`src/rtl/pll_reset_sequencer.sv`:
```
// ---------------------------------------------------------------------------
// pll_reset_sequencer
//
// Holds the downstream system in reset until the PLL has reported lock
// continuously for LOCK_CYCLES synchronised cycles, then releases it.
// While running it provides a periodic one-cycle timebase strobe.
// It also records every occasion on which lock was lost after release.
//
// Ports
//   clock_in   : PLL output clock, the only clock of this block
//   reset      : synchronous, active-high reset
//   locked     : raw PLL lock flag, asynchronous to clock_in
//   sys_reset  : active-high synchronous reset for downstream logic
//   ready      : high while running, always the inverse of sys_reset
//   tick       : one-cycle strobe every TICK_DIV cycles while running
//   lock_lost  : sticky, lock dropped at least once while running
//   loss_count : number of running-to-hold lock drops, saturating
//
// Parameters
//   SYNC_STAGES : depth of the locked synchroniser (>= 2)
//   LOCK_CYCLES : consecutive locked cycles required before release (>= 1)
//   TICK_DIV    : tick period in clock cycles (>= 1)
//   LOSS_CNT_W  : width of loss_count
// ---------------------------------------------------------------------------
module pll_reset_sequencer #(
    parameter int SYNC_STAGES = 2,
    parameter int LOCK_CYCLES = 1024,
    parameter int TICK_DIV    = 25,
    parameter int LOSS_CNT_W  = 4
) (
    input  logic                  clock_in,
    input  logic                  reset,
    input  logic                  locked,
    output logic                  sys_reset,
    output logic                  ready,
    output logic                  tick,
    output logic                  lock_lost,
    output logic [LOSS_CNT_W-1:0] loss_count
);

    // The lock counter only has to reach LOCK_CYCLES-1, so this width never wraps.
    localparam int CNT_W = $clog2(LOCK_CYCLES + 1);
    // A divider of period one still needs a one-bit register to stay legal.
    localparam int DIV_W = (TICK_DIV > 1) ? $clog2(TICK_DIV) : 1;

    localparam logic [CNT_W-1:0] CNT_LAST = CNT_W'(LOCK_CYCLES - 1);
    localparam logic [DIV_W-1:0] DIV_LAST = DIV_W'(TICK_DIV - 1);

    typedef enum logic [1:0] {
        ST_HOLD = 2'd0,
        ST_ARM  = 2'd1,
        ST_RUN  = 2'd2
    } state_t;

    state_t                state_reg;
    state_t                state_next;
    logic [CNT_W-1:0]      cnt_reg;
    logic [CNT_W-1:0]      cnt_next;
    logic [DIV_W-1:0]      div_reg;
    logic [DIV_W-1:0]      div_next;
    logic                  lost_reg;
    logic                  lost_next;
    logic [LOSS_CNT_W-1:0] loss_reg;
    logic [LOSS_CNT_W-1:0] loss_next;

    // -----------------------------------------------------------------------
    // Synchroniser: the only place the raw locked flag is sampled.
    // Bit 0 captures the asynchronous input; the top bit is locked_s.
    // -----------------------------------------------------------------------
    logic [SYNC_STAGES-1:0] sync_reg;
    logic                   locked_s;

    always_ff @(posedge clock_in) begin
        if (reset) begin
            sync_reg <= '0;
        end else begin
            sync_reg <= {sync_reg[SYNC_STAGES-2:0], locked};
        end
    end

    assign locked_s = sync_reg[SYNC_STAGES-1];

    // -----------------------------------------------------------------------
    // State and counter registers
    // -----------------------------------------------------------------------
    always_ff @(posedge clock_in) begin
        if (reset) begin
            state_reg <= ST_HOLD;
            cnt_reg   <= '0;
            div_reg   <= '0;
            lost_reg  <= 1'b0;
            loss_reg  <= '0;
        end else begin
            state_reg <= state_next;
            cnt_reg   <= cnt_next;
            div_reg   <= div_next;
            lost_reg  <= lost_next;
            loss_reg  <= loss_next;
        end
    end

    // -----------------------------------------------------------------------
    // Next-state logic. The tick divider defaults to zero so it is held
    // cleared everywhere except while remaining in RUN.
    // -----------------------------------------------------------------------
    always_comb begin
        state_next = state_reg;
        cnt_next   = cnt_reg;
        div_next   = '0;
        lost_next  = lost_reg;
        loss_next  = loss_reg;

        case (state_reg)
            ST_HOLD: begin
                cnt_next = '0;
                if (locked_s) begin
                    state_next = ST_ARM;
                end
            end

            ST_ARM: begin
                if (!locked_s) begin
                    // Any low sample restarts the stability window from zero.
                    state_next = ST_HOLD;
                    cnt_next   = '0;
                end else if (cnt_reg == CNT_LAST) begin
                    state_next = ST_RUN;
                end else begin
                    cnt_next = cnt_reg + CNT_W'(1);
                end
            end

            ST_RUN: begin
                if (!locked_s) begin
                    state_next = ST_HOLD;
                    cnt_next   = '0;
                    lost_next  = 1'b1;
                    if (!(&loss_reg)) begin
                        loss_next = loss_reg + LOSS_CNT_W'(1);
                    end
                end else if (div_reg == DIV_LAST) begin
                    div_next = '0;
                end else begin
                    div_next = div_reg + DIV_W'(1);
                end
            end

            default: begin
                state_next = ST_HOLD;
                cnt_next   = '0;
            end
        endcase
    end

    // -----------------------------------------------------------------------
    // Outputs, decoded from registers only
    // -----------------------------------------------------------------------
    assign ready      = (state_reg == ST_RUN);
    assign sys_reset  = !ready;
    assign tick       = ready && (div_reg == DIV_LAST);
    assign lock_lost  = lost_reg;
    assign loss_count = loss_reg;

endmodule
```
`config.mk`:
```
export PLATFORM = sky130hd
export DESIGN_NAME = pll_reset_sequencer
export DESIGN_NICKNAME = d
export VERILOG_FILES = /design/src/rtl/pll_reset_sequencer.sv
export SDC_FILE = /design/constraint.sdc
export NUM_CORES = 1
export LEC_CHECK = 0
export ABC_AREA = 1
export CAP_MARGIN = 20
export CORE_ASPECT_RATIO = 1.1
export CORE_MARGIN = 2
export CORE_UTILIZATION = 50
export CTS_CLUSTER_DIAMETER = 200
export CTS_CLUSTER_SIZE = 40
export DETAILED_ROUTE_END_ITERATION = 12
export GPL_TIMING_DRIVEN = 0
export HOLD_SLACK_MARGIN = 0.05
export PLACE_DENSITY = 0.72
export SETUP_SLACK_MARGIN = 0.05
export SYNTH_ARGS = -nofsm -noshare
export SYNTH_HDL_FRONTEND = slang
export SYNTH_SLANG_ARGS = --single-unit
```
`constraint.sdc`:
```
create_clock -name clock_in -period 1.9 [get_ports clock_in]
set_clock_uncertainty 0.2 [all_clocks]
set_input_delay 0.38 -clock clock_in [delete_from_list [all_inputs] [get_ports clock_in]]
set_output_delay 0.38 -clock clock_in [all_outputs]
set_load 0.02 [all_outputs]
```
Word level (Yosys, flattened, before mapping)
Cells that the tools add are included.
Widths: inputs -> output; s select.
- bits in registers: 25
- bits of input ports: 3
- output and inout bits: 8
- add/sub/neg operators: 3
- equal/unequal tests: 8
- muxes and demuxes: 9
- bitwise logic cells: 3
- reduce and logical (&&, ||, !) cells: 9
- operator list (cell ; count):
    $mux 11 ; 3
    $pmux 11 s2 ; 1
    $add 11x1->11 const B ; 1
    $eq 11x10->1 const B ; 1
    $mux 2 ; 4
    $ne 3x3->1 const B ; 2
    $pmux 2 s3 ; 1
    $reduce_and 3->1 ; 2
    $add 5x1->5 const B ; 1
    $eq 5x5->1 const B ; 1
    $add 4x1->4 const B ; 1
    $ne 2x2->1 const B ; 2
    $reduce_and 2->1 ; 2
    $reduce_and 4->1 ; 1
    $reduce_or 4->1 ; 1
    $not 1->1 ; 3
    $eq 2x1->1 const B ; 1
    $eq 2x2->1 const B ; 1
    $logic_not 2->1 ; 1
    $logic_and 1x1->1 ; 1
    $logic_not 1->1 ; 1

Depth between registers and ports, before layout
Gate-level depths: netlist of run 1.
- depth in word-level cells: 4
- gate-level depth with buffers: 11

Worst setup path after synthesis of run 1
Ideal clock, no wire load.
- path kind: register to output
- start point: reg state_reg[1]
- end point: out tick
- data arrival time: 1.176 ns
- data required time: 1.320 ns
- path slack: 0.144 ns
- stages on the path, launching flop included: 5
- path through: dfxtp_1 > inv_2 > nor2_2 > inv_1 > nor2_1
- word-level cells in the longest chain between the ends: 2
- RTL lines (element ; RTL line ; text):
    from (decl) ; 55 ; state_t state_reg;
    from (signal assigned) ; 94 ; state_reg <= state_next;
    $eq 2x2->1 ; 158 ; assign ready = (state_reg == ST_RUN);
    named net ready ; 35 ; output logic ready,
    $logic_and 1x1->1 ; 160 ; assign tick = ready && (div_reg == DIV_LAST);
    to (decl) ; 36 ; output logic tick,
The timed path passes the listed nets, and every way through them passes these cells.

Worst setup path in the final report of run 1
- start point: reg div_reg[0]
- end point: out tick
- word-level cells in the longest chain between the ends: 2
- RTL lines (element ; RTL line ; text):
    from (decl) ; 59 ; logic [DIV_W-1:0] div_reg;
    from (signal assigned) ; 96 ; div_reg <= div_next;
    $eq 5x5->1 ; 160 ;
    $logic_and 1x1->1 ; 160 ;
No other way between the ends.

==> results.tsv, run 1 <==
stage	metric	value	unit
clocking	worst-case clock buffer depth	2	
min_path	worst hold start	reset	
synth	Synth area leader	dfxtp_1	
finish	area grow syn2layout	15.61	%
floorplanning	die footprint	0.002849	mm2
synth	syn_area_per_cell	7.169	um2
finish	ant diodes	0	
synth	Syn Std Cell Area	0.001219	mm2
sta	worst-margin pin slew	0.4046	ns
pwr	Static Leakage	0.5972	nW
finish	layout cells sized above 1	0.1882	
global_route	initial antenna violation count	0	
synth	register bit count reported by yosys	25	
routing	TritonRoute pass-1 iters	4	
sta	endpoints failing setup	0	
sta	fin crit share	0.9754	
placement	dpl hpwl	1.651	mm
clocking	H-tree levels	1	
pwr	switching power total	0.0001707	W
pwr	Clock power frac	0.306	
critical_path	worst r2r src	sync_reg[1]	
routing	DR WL/cell	10.39	um
critical_path	crit path max fanout	4	
finish	Final Instance Area	0.001409	mm2
critical_path	CP startpoint kind	flop	
finish	Post-Route Utilization	0.6194	
routing	DRC viols	0	
synth	Adder-Cell Fraction of Synth Area	0.04107	
floorplanning	# IOs	11	
routing	vias per cell	4.926	
routing	Routed Wire Length	2.244	mm
critical_path	RR Endpoint	cnt_reg[2]	
pwr	power density over cell area	555.6	mW/mm2
synth	Cell variety after synth	26	
critical_path	CP max stage cell	dfxtp_4	
global_route	vias in the first global route	994	
placement	Post-Place Setup Slack	-0.07584	ns
sta	Final min period	1.853	ns
pwr	internal power	0.0006121	W
min_path	WHS Endpoint	cnt_reg[3]	
floorplanning	core box area	0.002275	mm2
sta	final hold violations	0	
clocking	Inserted Clock Buffers	3	
clocking	clock sink count	25	
critical_path	Bufs and invs on worst path	2	
critical_path	Setup Crit Path Kind	flop to output port	
min_path	worst min-delay path class	primary input to flop	
finish	number of flip-flops under the largest register name	11	
clocking	CTS tree	built	
sta	Worst slew margin	0.7302	
finish	nets	194	
critical_path	crit end category	output port	
critical_path	worst reg2reg path depth	5	
synth	top cell type's share of synthesized area	0.4107	
pwr	total power	0.0007828	W
synth	Area contributors post-synth	dfxtp_1, nand2_1, inv_1	
min_path	Hold Crit Depth	2	
floorplanning	die height	55.78	um
clocking	clock-pin slew on the worst setup and hold paths	0.13	ns
critical_path	critical path arrival	1.27	ns
sta	Final WS setup	0.04678	ns
global_route	pin count of the biggest net entering global routing	14	
placement	Post-DP Area	0.001346	mm2
clocking	clk_lat worst skew	0.32	ns
pwr	Switching Share	0.2180	
critical_path	internal reg-to-reg setup slack	0.20	ns
synth	post-synthesis xor/xnor area fraction	0.01437	
pwr	Flop pwr share	0.671	
synth	mux contribution to synthesized area	0	
pwr	Logic pwr share	0.023	
global_route	total track usage	0.1754	
sta	Slew Limit Fails	0	
job	Max-Cap Viols	0	
critical_path	slowest stage delay, CP	0.39	ns
floorplanning	Starting Density	0.5358	
critical_path	Critical path origin	div_reg[0]	
placement	gpl congestion	0.7943	
floorplanning	row cnt	18	
synth	compound-gate portion of the synthesized area	0.09446	
synth	Post-Synth Simple-Gate Area	0.3388	
synth	sequential fraction of the synthesis area	0.4107	
clocking	Root Driver	clkbuf_4	
routing	via count	1064	
critical_path	Top delay family on crit path	flip-flops	
sta	RSZ-0062 raised after global routing	yes	
synth	Syn. warnings	0	
run_status	outcome	complete, no violations	
routing	Detail Route Antenna Nets	0	
synth	syn nets	177	
pwr	worst vdd ir	0.0005893	V
synth	largest family of logic cells by synthesized area	simple AND/OR/NAND/NOR gates	
critical_path	worst-path cell chain	inv_4, ha_4, nand4_1, nor2_1, buf_4	
synth	Syn Inst Count	170	
global_route	GRT overflow	0	
placement	PortBufs	9	
global_route	first-pass GRT wire length	3.981	mm
sta	fmax	539.6	MHz
routing	number of DRC markers in iteration 0	14	
critical_path	worst path required time	1.32	ns
floorplanning	Die Wd	51.07	um
## layer usage
metal	track usage	wire length, um	part of all wire
met2	0.3061	1036	0.46
met1	0.2173	1114	0.50
met4	0.04633	27	0.012
met5	0	0	0
met3	0.03226	65	0.029
## through the flow
| stage | std cells | hold WS, ns | TNS, ns |
|---|---|---|---|
| final | 216 | 0.1757 | 0 |
| after global routing | 216 | 0.1793 | -0.04119 |
| after CTS | 213 | 0.1692 | 0 |
| after detailed placement | 209 | 0.2008 | -0.07584 |
| after global placement | 209 | 0.1952 | -0.05714 |
| after floorplan | 170 | 0.1883 | 0 |
## how the worst max path moves through the flow
| stage | end | slack, ns | cells past startpoint |
|---|---|---|---|
| after detailed placement | tick | -0.08 | 5 |
| final | tick | 0.05 | 5 |
| after global routing | tick | -0.04 | 5 |
| after global placement | tick | -0.06 | 5 |
| after CTS | tick | 0.005 | 5 |
| after floorplan | tick | 0.14 | 4 |
## cell usage after synthesis (all sizes together)
library cell and n:
nand2 38, nor2 29, inv 26, dfxtp 25, nand3 14, a21oi 11, o21ai 6, nand4 5
ha 4, buf 2, xor2 2, a21o 1, and3 1, clkbuf 1, clkinv 1, nor3 1
nor3b 1, o21a 1, or2 1
## cells in the final DEF, fill, tap and decap left out, drive strengths merged
cell / netlist / routed
a21o: 1 / 1
clkbuf: 1 / 7
clkinv: 1 / 1
nand4: 5 / 5
nor2: 29 / 29
dlygate4sd2: 0 / 5
xor2: 2 / 2
nand3: 14 / 14
o21a: 1 / 1
nor3: 1 / 1
o21ai: 6 / 6
nand2: 38 / 38
buf: 2 / 6
or2: 1 / 1
clkdlybuf4s50: 0 / 1
ha: 4 / 4
nor3b: 1 / 1
and3: 1 / 1
inv: 26 / 26
dfxtp: 25 / 25
a21oi: 11 / 11
## logic make-up after synthesis
family | count (synthesis)
fa+ha+maj | 4
flops | 25
simple gates | 90
compound gates | 19
buf+inv | 30
xor+xnor | 2
## cell type report
cell class / count / area [um2]
Sequential cell: 25 / 510.5
Fill cell: 220 / 865.8
Buffer: 3 / 20.02
Timing Repair Buffer: 12 / 93.84
Tap cell: 30 / 37.54
Inverter: 27 / 105.1
Clock buffer: 4 / 26.28
Multi-Input combinational cell: 115 / 615.6
## power groups by stage
| stage | Combinational, W | Sequential (W) | Clock [W] |
|---|---|---|---|
| global placement | 0.0000178 | 0.000539 | 0 |
| CTS | 0.0000181 | 0.000528 | 0.000248 |
| global route | 0.0000212 | 0.000526 | 0.000264 |
| detailed placement | 0.0000180 | 0.000540 | 0 |
| finish | 0.0000183 | 0.000525 | 0.000239 |
| floorplan | 0.0000127 | 0.000539 | 0 |
## repair_timing
action / 4_1_cts / 5_1_grt
setup buffers: 0 / 3
setup endpoints to repair: 8 / 11
hold buffers: 0 / 0
resized for setup: 13 / 16
pin swaps: 0 / 3
Power figures use the tool's default switching activity.
==> run 2: changes to the inputs <==
--- a/config.mk
+++ b/config.mk
@@ -15,7 +15,7 @@
 export DETAILED_ROUTE_END_ITERATION = 12
 export GPL_TIMING_DRIVEN = 0
 export HOLD_SLACK_MARGIN = 0.05
-export PLACE_DENSITY = 0.72
+export PLACE_DENSITY = 0.77
 export SETUP_SLACK_MARGIN = 0.05
 export SYNTH_ARGS = -nofsm -noshare
 export SYNTH_HDL_FRONTEND = slang
==> results.tsv, run 2 (synthesized netlist as in run 1, its figures left out) <==
stage	metric	value	unit	change
finish	area grow syn2layout	15.71	%	about the same
sta	Worst slew margin	0.7416		+0.01141
sta	RSZ-0062 raised after global routing	yes		
floorplanning	Starting Density	0.5358		unchanged
critical_path	crit path max fanout	3		-1
global_route	initial antenna violation count	0		unchanged
sta	endpoints failing setup	0		unchanged
routing	DR WL/cell	10.26	um	-1.2%
finish	most frequent cells in the layout	nand2_1, nor2_1, inv_1		
routing	number of DRC markers in iteration 0	43		+29
clocking	Root Driver	clkbuf_4		
critical_path	worst r2r src	state_reg[0]		
placement	Post-DP Area	0.001346	mm2	unchanged
critical_path	Setup Crit Path Kind	flop to output port		
clocking	Post-CTS Hold Buffers	0		unchanged
finish	number of flip-flops under the largest register name	11		unchanged
critical_path	worst reg2reg path depth	10		+5
sta	Final min period	1.809	ns	-0.04401 ns
finish	ant diodes	0		unchanged
critical_path	critical path arrival	1.23	ns	-0.04 ns
sta	final hold violations	0		unchanged
floorplanning	# IOs	11		unchanged
run_status	outcome	complete, no violations		
critical_path	Bufs and invs on worst path	2		unchanged
pwr	Static Leakage	0.5981	nW	+0.15%
placement	gpl congestion	0.7809		-1.7%
critical_path	RR Endpoint	cnt_reg[7]		
critical_path	worst setup path end	tick		
floorplanning	row cnt	18		unchanged
job	Max-Cap Viols	0		unchanged
finish	Post-Route Utilization	0.6199		about the same
floorplanning	core box area	0.002275	mm2	unchanged
sta	total negative setup slack	0	ns	unchanged
critical_path	internal reg-to-reg setup slack	0.15	ns	-0.05 ns
clocking	clock-pin slew on the worst setup and hold paths	0.14	ns	about the same
pwr	worst vdd ir	0.0005354	V	-9.1%
critical_path	Top delay family on crit path	flip-flops		
critical_path	worst path required time	1.32	ns	about the same
routing	TritonRoute pass-1 iters	4		unchanged
global_route	total track usage	0.1765		+0.001107
finish	Post-Layout Cell Count	216		unchanged
sta	worst-margin pin slew	0.3875	ns	-0.01711 ns
global_route	GRT overflow	0		unchanged
global_route	vias in the first global route	1020		+2.6%
critical_path	Worst path depth	5		unchanged
clocking	Inserted Clock Buffers	3		unchanged
finish	layout cells sized above 1	0.1882		unchanged
critical_path	CP max stage cell	dfxtp_2		
clocking	H-tree levels	1		unchanged
global_route	pin count of the biggest net entering global routing	15		+1
finish	commonest non-fill, non-tap cell in the layout	nand2_1		
finish	Final Instance Area	0.001410	mm2	about the same
routing	DRC viols	0		unchanged
critical_path	Critical path origin	div_reg[1]		
routing	via count	1070		+0.56%
routing	vias per cell	4.954		+0.56%
sta	final hold slack	0.1805	ns	+0.004801 ns
min_path	worst min-delay path class	primary input to flop		
clocking	worst-case clock buffer depth	2		unchanged
placement	PortBufs	9		unchanged
critical_path	slowest stage delay, CP	0.36	ns	-0.03 ns
global_route	first-pass GRT wire length	4.077	mm	+2.4%
placement	dpl hpwl	1.576	mm	-4.6%
floorplanning	die footprint	0.002849	mm2	unchanged
clocking	clk_lat worst skew	0.32	ns	about the same
critical_path	worst-path cell chain	inv_2, ha_4, nand4_1, nor2_1, buf_4		
floorplanning	Die Wd	51.07	um	unchanged
sta	fin crit share	0.9522		-0.02316
floorplanning	die height	55.78	um	unchanged
sta	Slew Limit Fails	0		unchanged
clocking	CTS tree	built		
placement	Inst Count DP	209		unchanged
routing	Detail Route Antenna Nets	0		unchanged
pwr	power density over cell area	556.2	mW/mm2	+0.10%
clocking	clock sink count	25		unchanged
finish	nets	194		unchanged
critical_path	crit end category	output port		
critical_path	CP startpoint kind	flop		
routing	Routed Wire Length	2.216	mm	-1.2%
sta	fmax	552.7	MHz	+2.4%
-- run 2: area by class of cell --
type / count / area, um2
plain buffers: 3 / 20.02
clock buffers: 3 / 22.52
clock inverters: 1 / 5.005
fillers: 216 / 864.6
inverters: 27 / 102.6
multi-input cells: 115 / 620.6
flip-flops and latches: 25 / 508.0
well taps: 30 / 37.54
repair buffers: 12 / 93.84
-- run 2: worst min-delay path by stage --
stage	start	endpoint	slack, ns	depth (start not counted)
global placement	sync_reg[0]	sync_reg[1]	0.20	2
floorplan	sync_reg[0]	sync_reg[1]	0.19	2
finish	reset	cnt_reg[3]	0.18	2
detailed placement	sync_reg[0]	sync_reg[1]	0.20	2
CTS	reset	cnt_reg[3]	0.16	2
global route	reset	cnt_reg[3]	0.19	2
-- run 2: layer usage --
layer	share of wire	wire (um)	vias up	track usage
met5	0	0	-	0
met3	0.037	81	6	0.01613
met1	0.47	1047	470	0.2411
li1	-	-	567	-
met2	0.47	1043	27	0.2764
met4	0.020	44	0	0.08494
-- run 2: timing repair --
action | CTS | global route
buffers inserted | 0 | 3
endpoints found under the setup margin | 8 | 12
gates resized for setup | 15 | 12
pin swaps | 0 | 4
-- run 2: power breakdown --
group / internal (W) / switching (W)
clock network: 0.0000789 / 0.000160
logic: 0.00000569 / 0.0000127
registers: 0.000526 / 0.00000123
-- run 2: metrics by stage --
step / worst slack, ns / total power (W)
2_1_floorplan: 0.1435 / 0.0005521
3_3_place_gp: -0.02674 / 0.0005572
3_5_place_dp: -0.07751 / 0.0005573
4_1_cts: 0.05029 / 0.0007944
5_1_grt: -0.001403 / 0.0008149
6_report: 0.09079 / 0.0007843
